<file path="src/rtl/cordic_sched_pkg.sv">
// Shared constants, op selects and FSM state codes for the CORDIC sequencer.
package cordic_sched_pkg;

    localparam logic [3:0] SEL_SIN  = 4'b0001;
    localparam logic [3:0] SEL_COS  = 4'b0010;
    localparam logic [3:0] SEL_TAN  = 4'b0100;
    localparam logic [3:0] SEL_ATAN = 4'b1000;

    localparam logic signed [15:0] DEG90  = 16'sd90;
    localparam logic signed [15:0] DEG180 = 16'sd180;
    localparam logic signed [15:0] DEG360 = 16'sd360;

    typedef enum logic [2:0] {
        S_IDLE  = 3'd0,
        S_NORM  = 3'd1,
        S_FOLD  = 3'd2,
        S_ISSUE = 3'd3,
        S_WAIT  = 3'd4,
        S_FIX   = 3'd5,
        S_RESP  = 3'd6
    } state_t;

    function automatic logic is_onehot4(input logic [3:0] s);
        return (s != 4'd0) && ((s & (s - 4'd1)) == 4'd0);
    endfunction

endpackage

</file>
<file path="src/rtl/cordic_sched_rr_arb.sv">
// Two-way round-robin grant; the requester not granted last wins a tie.
module cordic_sched_rr_arb (
    input  logic       clk,
    input  logic       rst_n,
    input  logic [1:0] req_valid,
    input  logic       idle,
    input  logic       upd,
    input  logic       upd_id,
    output logic [1:0] grant
);

    logic last;

    // Reset to "1 was last" so requester 0 is favoured first.
    always_ff @(posedge clk or negedge rst_n) begin
        if (!rst_n) begin
            last <= 1'b1;
        end else if (upd) begin
            last <= upd_id;
        end
    end

    always_comb begin
        grant = 2'b00;
        if (idle) begin
            case (req_valid)
                2'b01:   grant = 2'b01;
                2'b10:   grant = 2'b10;
                2'b11:   grant = last ? 2'b01 : 2'b10;
                default: grant = 2'b00;
            endcase
        end
    end

endmodule

</file>
<file path="src/rtl/cordic_sched.sv">
// Arbitrates requesters onto the shared CORDIC core, range-reduces the angle,
// waits for the core result and applies the quadrant sign correction.
module cordic_sched
    import cordic_sched_pkg::*;
#(
    parameter int NREQ    = 2,
    parameter int TIMEOUT = 255
) (
    input  logic                clk,
    input  logic                rst_n,
    input  logic [NREQ-1:0]     req_valid,
    output logic [NREQ-1:0]     req_ready,
    input  logic [NREQ*16-1:0]  req_angle,
    input  logic [NREQ*16-1:0]  req_other,
    input  logic [NREQ*4-1:0]   req_sel,
    output logic [NREQ-1:0]     rsp_valid,
    output logic signed [15:0]  rsp_data,
    output logic                rsp_err,
    output logic                cor_valid,
    output logic [15:0]         cor_angle,
    output logic [15:0]         cor_another,
    output logic [3:0]          cor_select,
    input  logic signed [15:0]  cor_out,
    input  logic                cor_out_valid,
    output logic                busy
);

    localparam int CNT_W = $clog2(TIMEOUT + 1);
    localparam logic [CNT_W-1:0] TMAX = CNT_W'(TIMEOUT);

    function automatic logic signed [15:0] sat_neg(input logic signed [15:0] v);
        if (v == 16'sh8000) return 16'sh7fff;
        return -v;
    endfunction

    function automatic logic signed [15:0] sat_abs(input logic signed [15:0] v);
        return (v < 16'sd0) ? sat_neg(v) : v;
    endfunction

    function automatic logic [1:0] quadrant(input logic signed [15:0] a);
        if (a < DEG90)               return 2'd0;
        else if (a < DEG180)         return 2'd1;
        else if (a < DEG360 - DEG90) return 2'd2;
        else                         return 2'd3;
    endfunction

    function automatic logic signed [15:0] fold_angle(input logic signed [15:0] a);
        case (quadrant(a))
            2'd0:    return a;
            2'd1:    return DEG180 - a;
            2'd2:    return a - DEG180;
            default: return DEG360 - a;
        endcase
    endfunction

    function automatic logic fold_neg(input logic [3:0] sel, input logic [1:0] q);
        case (sel)
            SEL_SIN: return q[1];
            SEL_COS: return q[1] ^ q[0];
            SEL_TAN: return q[0];
            default: return 1'b0;
        endcase
    endfunction

    state_t                    state, state_nxt;
    logic [1:0]                grant;
    logic                      acc, acc_id;
    logic signed [15:0]        acc_angle;
    logic [15:0]               acc_other;
    logic [3:0]                acc_sel;
    logic                      owner;
    logic [3:0]                sel_q;
    logic signed [15:0]        ang;
    logic [15:0]               other_q;
    logic                      neg;
    logic signed [15:0]        cap;
    logic [CNT_W-1:0]          cnt;
    logic                      is_atan;

    cordic_sched_rr_arb u_arb (
        .clk       (clk),
        .rst_n     (rst_n),
        .req_valid (req_valid[1:0]),
        .idle      (state == S_IDLE),
        .upd       (state == S_RESP),
        .upd_id    (owner),
        .grant     (grant)
    );

    assign req_ready = grant;
    assign acc       = |(req_valid & grant);
    assign acc_id    = grant[1];
    assign acc_angle = acc_id ? $signed(req_angle[31:16]) : $signed(req_angle[15:0]);
    assign acc_other = acc_id ? req_other[31:16] : req_other[15:0];
    assign acc_sel   = acc_id ? req_sel[7:4] : req_sel[3:0];
    assign is_atan   = (sel_q == SEL_ATAN);
    assign busy      = (state != S_IDLE);
    assign cor_valid = (state == S_ISSUE);

    always_comb begin
        rsp_valid = '0;
        if (state == S_RESP) rsp_valid[owner] = 1'b1;
    end

    always_ff @(posedge clk or negedge rst_n) begin
        if (!rst_n) state <= S_IDLE;
        else        state <= state_nxt;
    end

    always_comb begin
        state_nxt = state;
        case (state)
            S_IDLE:  if (acc) state_nxt = is_onehot4(acc_sel) ? S_NORM : S_RESP;
            S_NORM:  if (is_atan || (ang >= 16'sd0 && ang < DEG360)) state_nxt = S_FOLD;
            S_FOLD:  state_nxt = S_ISSUE;
            S_ISSUE: state_nxt = S_WAIT;
            S_WAIT: begin
                if (cor_out_valid)    state_nxt = S_FIX;
                else if (cnt == TMAX) state_nxt = S_RESP;
            end
            S_FIX:   state_nxt = S_RESP;
            S_RESP:  state_nxt = S_IDLE;
            default: state_nxt = S_IDLE;
        endcase
    end

    // Control and visible outputs: cleared by reset so an in-flight op is dropped.
    always_ff @(posedge clk or negedge rst_n) begin
        if (!rst_n) begin
            owner       <= 1'b0;
            sel_q       <= '0;
            cnt         <= '0;
            cor_angle   <= '0;
            cor_another <= '0;
            cor_select  <= '0;
            rsp_data    <= '0;
            rsp_err     <= 1'b0;
        end else begin
            case (state)
                S_IDLE: if (acc) begin
                    owner    <= acc_id;
                    sel_q    <= acc_sel;
                    rsp_err  <= ~is_onehot4(acc_sel);
                    rsp_data <= '0;
                end
                S_FOLD: begin
                    cor_angle   <= is_atan ? sat_abs(ang) : fold_angle(ang);
                    cor_another <= is_atan ? other_q : 16'd0;
                    cor_select  <= sel_q;
                end
                S_ISSUE: cnt <= '0;
                S_WAIT: begin
                    cnt <= cnt + 1'b1;
                    if (!cor_out_valid && cnt == TMAX) begin
                        rsp_err  <= 1'b1;
                        rsp_data <= '0;
                    end
                end
                S_FIX: rsp_data <= neg ? sat_neg(cap) : cap;
                default: ;
            endcase
        end
    end

    // Datapath registers: always written before being read within an op.
    always_ff @(posedge clk) begin
        case (state)
            S_IDLE: if (acc) begin
                ang     <= acc_angle;
                other_q <= acc_other;
            end
            S_NORM: if (!is_atan) begin
                if (ang < 16'sd0)        ang <= ang + DEG360;
                else if (ang >= DEG360)  ang <= ang - DEG360;
            end
            S_FOLD: neg <= is_atan ? ang[15] : fold_neg(sel_q, quadrant(ang));
            S_WAIT: if (cor_out_valid) cap <= cor_out;
            default: ;
        endcase
    end

endmodule

</file>
<file path="config.mk">
export PLATFORM = sky130hd
export DESIGN_NAME = cordic_sched
export DESIGN_NICKNAME = d
export VERILOG_FILES = /design/src/rtl/cordic_sched_pkg.sv /design/src/rtl/cordic_sched_rr_arb.sv /design/src/rtl/cordic_sched.sv
export SDC_FILE = /design/constraint.sdc
export NUM_CORES = 1
export LEC_CHECK = 0
export CAP_MARGIN = 20
export CORE_MARGIN = 4
export CORE_UTILIZATION = 47
export CTS_CLUSTER_DIAMETER = 200
export DETAILED_ROUTE_END_ITERATION = 7
export HOLD_SLACK_MARGIN = 0.06
export MAX_ROUTING_LAYER = met4
export PLACE_DENSITY = 0.74
export SKIP_CTS_REPAIR_TIMING = 1
export SKIP_LAST_GASP = 1
export SYNTH_ARGS = -nofsm -noshare
export SYNTH_HDL_FRONTEND = slang
export SYNTH_SLANG_ARGS = --single-unit
</file>
<file path="constraint.sdc">
create_clock -name clk -period 4.27 [get_ports clk]
set_clock_uncertainty 0.1 [all_clocks]
set_input_delay 1.281 -clock clk [delete_from_list [all_inputs] [get_ports clk]]
set_output_delay 1.281 -clock clk [all_outputs]
set_load 0.005 [all_outputs]
</file>
==> results of run 1 <==
-- cells by family (layout without fill, tap and decap cells) --
group,count (synthesis),after routing
flip-flops,119,119
AND/OR/NAND/NOR,307,307
adder cells (fa/ha/maj),20,20
AO/OA/AOI/OAI,246,246
XOR/XNOR,40,40
multiplexers,14,14
buffers and inverters,78,243
-- how the worst max path moves through the flow --
| stage | start | to | slack (ns) | cells past startpoint |
|---|---|---|---|---|
| after floorplan | req_valid[1] | req_ready[1] | 0.43 | 5 |
| after CTS | req_valid[1] | req_ready[1] | 0.10 | 5 |
| after detailed placement | req_valid[1] | req_ready[1] | 0.12 | 5 |
| after global routing | req_valid[1] | req_ready[1] | 0.05 | 5 |
| after global placement | req_valid[1] | req_ready[1] | 0.09 | 5 |
| final | req_valid[1] | req_ready[1] | 0.11 | 5 |
-- synth_stat cells (all sizes together), types with 10 or more instances --
master	n	area, µm²
nand3	24	120
nor4	10	108
dfrtp	69	1730
ha	20	250
clkbuf	30	114
o211ai	15	113
edfxtp	49	1470
a31oi	16	106
nor2	58	220
nand2	147	554
mux2i	12	120
buf	18	91.3
o2bb2ai	15	131
inv	27	101
a22o	17	149
xnor2	32	280
a21oi	48	240
o21ai	57	297
nor3	17	96.4
-- per-layer routing --
| layer | global-route usage | vias to the layer above |
|---|---|---|
| li1 | - | 3336 |
| met1 | 0.321 | 3150 |
| met2 | 0.373 | 265 |
| met3 | 0.0679 | 17 |
| met4 | 0.0674 | 0 |
| met5 | - | - |
-- layout make-up --
cell class	instances	area, µm²	share of cell area
Multi-Input combinational cell	627	3920	0.399
Sequential cell	119	3220	0.328
Timing Repair Buffer	181	1730	0.176
Clock buffer	19	453	0.0461
Tap cell	211	264	0.0269
Clock inverter	13	123	0.0125
Inverter	30	113	0.0115
-- where the power goes --
part / internal, W / leakage, nW / switching [W]
Combinational: 0.00158 / 2.29 / 0.00199
Sequential: 0.00165 / 1.36 / 0.000404
Clock: 0.000835 / 0.272 / 0.000539
Total: 0.00406 / 3.92 / 0.00293
-- per-stage QoR --
| stage | hold slack [ns] | instances |
|---|---|---|
| after floorplan | 0.343 | 824 |
| after global placement | 0.346 | 1168 |
| after detailed placement | 0.355 | 1168 |
| after CTS | 0.366 | 1200 |
| after global routing | 0.370 | 1200 |
| final | 0.365 | 1200 |
-- state kept, by name (all words and copies together) (netlist names), 8 cells and up --
name / flops
cap: 16
cor_angle: 16
ang: 16
cor_another: 16
rsp_data: 16
other_q: 16
cnt: 8
==> impl_metrics.tcl, run 1 <==
set metrics [dict create \
    setup_viol 0 \
    critPathTopFamily "buffers and inverters" \
    synth_top_family_by_area "compound AO/OA/AOI/OAI gates" \
    r2r_slack_ns 0.58 \
    hold_start "other_q[9]" \
    leakagePower_nw 3.92 \
    r2r-start "ang[8]" \
    tightest_slew_ns 0.889 \
    drc 0 \
    dr_total_vias 6768 \
    rows 45 \
    die-area_um2 17900 \
    dr.pass1.iters 7 \
    synth-simple-area-share 0.198 \
    synth-adder-area-share 0.0336 \
    r2r_end "cor_angle[12]" \
    final_nets 1089 \
    hold_end "cor_another[9]" \
    fin_total_pwr_w 0.00699 \
    min_path_type "flop to flop" \
    p_per_area_nw_per_um2 711 \
    clockBufferDepth 2 \
    clock_latency_ns 0.42 \
    finalMaxSlewViolations 0 \
    h-tree-depth 4 \
    yosysSeqAreaShare 0.433 \
    cts_tree "yes" \
    synth.net_count 937 \
    path_class "input pin to output port" \
    ant_nets 0 \
    fmax_ghz 0.240 \
    min_path_cells 1 \
    synth_warnings 0 \
    synthMuxAreaShare 0.0191 \
    wire_per_inst_um 17.8 \
    synth_cell_type_count 84 \
    max_stage_delay_ns 0.52 \
    async_reset_ff_frac 0.588 \
    max_slew_margin 0.407 \
    layout_common_cells "clkdlybuf4s50_1, nand2_1, dfrtp_1, nor2_1, o21ai_0" \
    tns_ns 0 \
    hpwl_mm 15.6 \
    rsz0062_at_grt "false" \
    reg2reg_depth 14 \
    post-route-period-util 0.974 \
    hold_viol_final 0 \
    grt_max_degree 71 \
    wl_met1_mm 9.71 \
    placed_cell_area_um2 9250 \
    insertedDiodeCount 0 \
    setup_ws_ns 0.109 \
    period_needed_ns 4.16 \
    synth_ff_type "dfrtp_1" \
    synth-edff-count 49 \
    layout-drive-gt1-share 0.0930 \
    root_buffer "clkbuf_16" \
    area_delta_synth_final_pct 31.8 \
    crit_chain "clkdlybuf4s50_1 > a21boi_0 > nand2_2 > inv_2 > clkdlybuf4s50_1" \
    antenna_found_initial 0 \
    clkSinkCount 119 \
    die_w_um 134 \
    fillers 1262 \
    status "finished clean" \
    io_pins 152 \
    mostFrequentLayoutCell "clkdlybuf4s50_1" \
    end_kind "output port" \
    drt_wl_total_mm 21.3 \
    port_buffers 151 \
    viasPerCell 5.64 \
    wl_met3_mm 1.75 \
    maxCapViolCount 0 \
    start_kind "input pin" \
    netlist_area_um2 7450 \
    ir_drop_mv 0.377 \
    path_clk_slew_ns 0.06 \
    first_iter_violations 692 \
    final_core_utilization 0.639 \
    slowest_stage "clkdlybuf4s50_1" \
    syn_inst 824 \
    core_area_um2 15400 \
    path_common_cell "clkdlybuf4s50_1" \
    synth_xor_area_frac 0.0470 \
    required_ns 2.89 \
    dr.max_layer_used "met4" \
    grt_util_all_layers 0.244 \
    wl_met2_mm 9.65 \
    gp_congestion 0.971 \
    grt_pass1_vias 6462 \
    grt_pass1_wl_mm 33.8 \
    synth_compound_gate_area_share 0.227 \
    initial_core_util 0.485 \
    fin_area_um2 9830 \
    yosys_register_bits 119 \
    pre_cts_ws_ns 0.116 \
    path_buf_inv 3 \
    die_h_um 134 \
    critPathArrivalTime_ns 2.78 \
    synth.avg_cell_area_um2 9.05 \
    overflow 0 \
    cp_max_fo 4 \
    cts_buffers 17 \
]
Power figures use the tool's default switching activity.
==> run 2, diff against run 1 <==
--- a/config.mk
+++ b/config.mk
@@ -12,7 +12,7 @@
 export DETAILED_ROUTE_END_ITERATION = 7
 export HOLD_SLACK_MARGIN = 0.06
 export MAX_ROUTING_LAYER = met4
-export PLACE_DENSITY = 0.74
+export PLACE_DENSITY_LB_ADDON = 0.05
 export SKIP_CTS_REPAIR_TIMING = 1
 export SKIP_LAST_GASP = 1
 export SYNTH_ARGS = -nofsm -noshare
==> constraint.sdc (replaced) <==
create_clock -name clk -period 5.3 [get_ports clk]
set_clock_uncertainty 0.1 [all_clocks]
set_input_delay 1.59 -clock clk [delete_from_list [all_inputs] [get_ports clk]]
set_output_delay 1.59 -clock clk [all_outputs]
set_load 0.05 [all_outputs]
==> impl_metrics.tcl, run 2 (same netlist as run 1, synthesis figures left out) <==
set metrics [dict create \
    status "finished clean" \
    hold_viol_final 0 \
    port_buffers 151 \
    initial_core_util 0.485 \
    antenna_found_initial 0 \
    drt_wl_total_mm 21.4 \
    ant_nets 0 \
    viasPerCell 5.81 \
    io_pins 152 \
    grt.busiest_layer "met2" \
    grt_pass1_vias 6635 \
    start_kind "input pin" \
    final_nets 1070 \
    fillers 1300 \
    gp_congestion 0.953 \
    rsz0062_at_grt "false" \
    multi_input_area_um2 3920 \
    insertedDiodeCount 0 \
    fmax_ghz 0.209 \
    cts_tree "yes" \
    first_iter_violations 475 \
    hpwl_mm 15.7 \
    root_buffer "clkbuf_16" \
    required_ns 3.61 \
    setup_viol 0 \
    p_per_area_nw_per_um2 631 \
    clockBufferDepth 2 \
    leakagePower_nw 3.85 \
    min_path_type "flop to flop" \
    cp_max_fo 4 \
    use_met2 0.382 \
    core_area_um2 15400 \
    reg2reg_depth 16 \
    grt_max_degree 71 \
    ir_drop_mv 0.317 \
    drc 0 \
    final_core_utilization 0.632 \
    critPathArrivalTime_ns 3.10 \
    overflow 0 \
    rows 45 \
    wire_per_inst_um 18.1 \
    max_slew_margin 0.327 \
    dr_total_vias 6865 \
    die-area_um2 17900 \
    tns_ns 0 \
    end_kind "output port" \
    grt_util_all_layers 0.248 \
    mostFrequentLayoutCell "clkdlybuf4s50_1" \
    maxCapViolCount 0 \
    h-tree-depth 4 \
    die_w_um 134 \
    path_clk_slew_ns 0.06 \
    grt_pass1_wl_mm 34.7 \
    dr.pass1.iters 5 \
    layout-drive-gt1-share 0.0753 \
    path_class "input pin to output port" \
    grt_use_met1 0.335 \
    area_delta_synth_final_pct 30.3 \
    clkSinkCount 119 \
    layout_common_cells "clkdlybuf4s50_1, nand2_1, dfrtp_1, nor2_1, o21ai_0" \
    finalMaxSlewViolations 0 \
    cts_buffers 17 \
    ff_latch_area_um2 3220 \
    period_needed_ns 4.79 \
    tightest_slew_ns 1.01 \
    clock_latency_ns 0.42 \
    met3_usage 0.0574 \
    die_h_um 134 \
    post-route-period-util 0.903 \
    min_path_cells 1 \
]
## run 2: changes by cell type in the layout (fill, tap and decap cells not counted), sizes merged
cell and delta:
inv +2, clkdlybuf4s50 -1, buf -18, clkinvlp -2
clkinv -1, bufinv +1
## run 2: power breakdown
group          total, W  internal (W)  switching, W
clock           0.00117      0.000721      0.000449
combinational   0.00320       0.00120       0.00200
sequential      0.00176       0.00133      0.000432
total           0.00613       0.00325       0.00288
## run 2: final timing paths
path	startpoint	slack [ns]	endpoint
setup / recovery	req_valid[0]	0.51	req_ready[0]
hold / removal	other_q[3]	0.36	cor_another[3]
setup reg to reg	ang[3]	1.01	cor_angle[14]
hold reg to reg	other_q[3]	0.36	cor_another[3]
max in group asynchronous	rst_n	3.32	cor_another[4]
min in group asynchronous	rst_n	1.18	cor_angle[6]
## run 2: area by class of cell
class,instances,area share
well taps,211,0.0272
repair buffers,162,0.165
clock inverters,13,0.0146
flip-flops and latches,119,0.332
clock buffers,19,0.0466
inverters,30,0.0116
multi-input cells,627,0.403
## run 2: worst max-delay path, stage by stage
cell and delay, ns:
clkdlybuf4s50_1 0.51, o21ai_0 0.10, nor2_1 0.09, clkdlybuf4s50_1 0.80
## run 2: metal layers
layer,part of all wire,up-vias
met3,0.064,26
met2,0.46,256
met1,0.47,3292
li1,-,3291
met5,0,-
met4,0.013,0
## run 2: per-stage QoR
step	cell area [µm²]	worst slack (ns)	cells	power (W)	hold slack, ns
after global placement	9120	0.522	1149	0.00487	0.346
after global routing	9710	0.415	1181	0.00652	0.372
final	9710	0.514	1181	0.00613	0.362
after floorplan	7450	0.492	824	0.00396	0.343
after CTS	9710	0.513	1181	0.00611	0.364
after detailed placement	9120	0.527	1149	0.00493	0.351
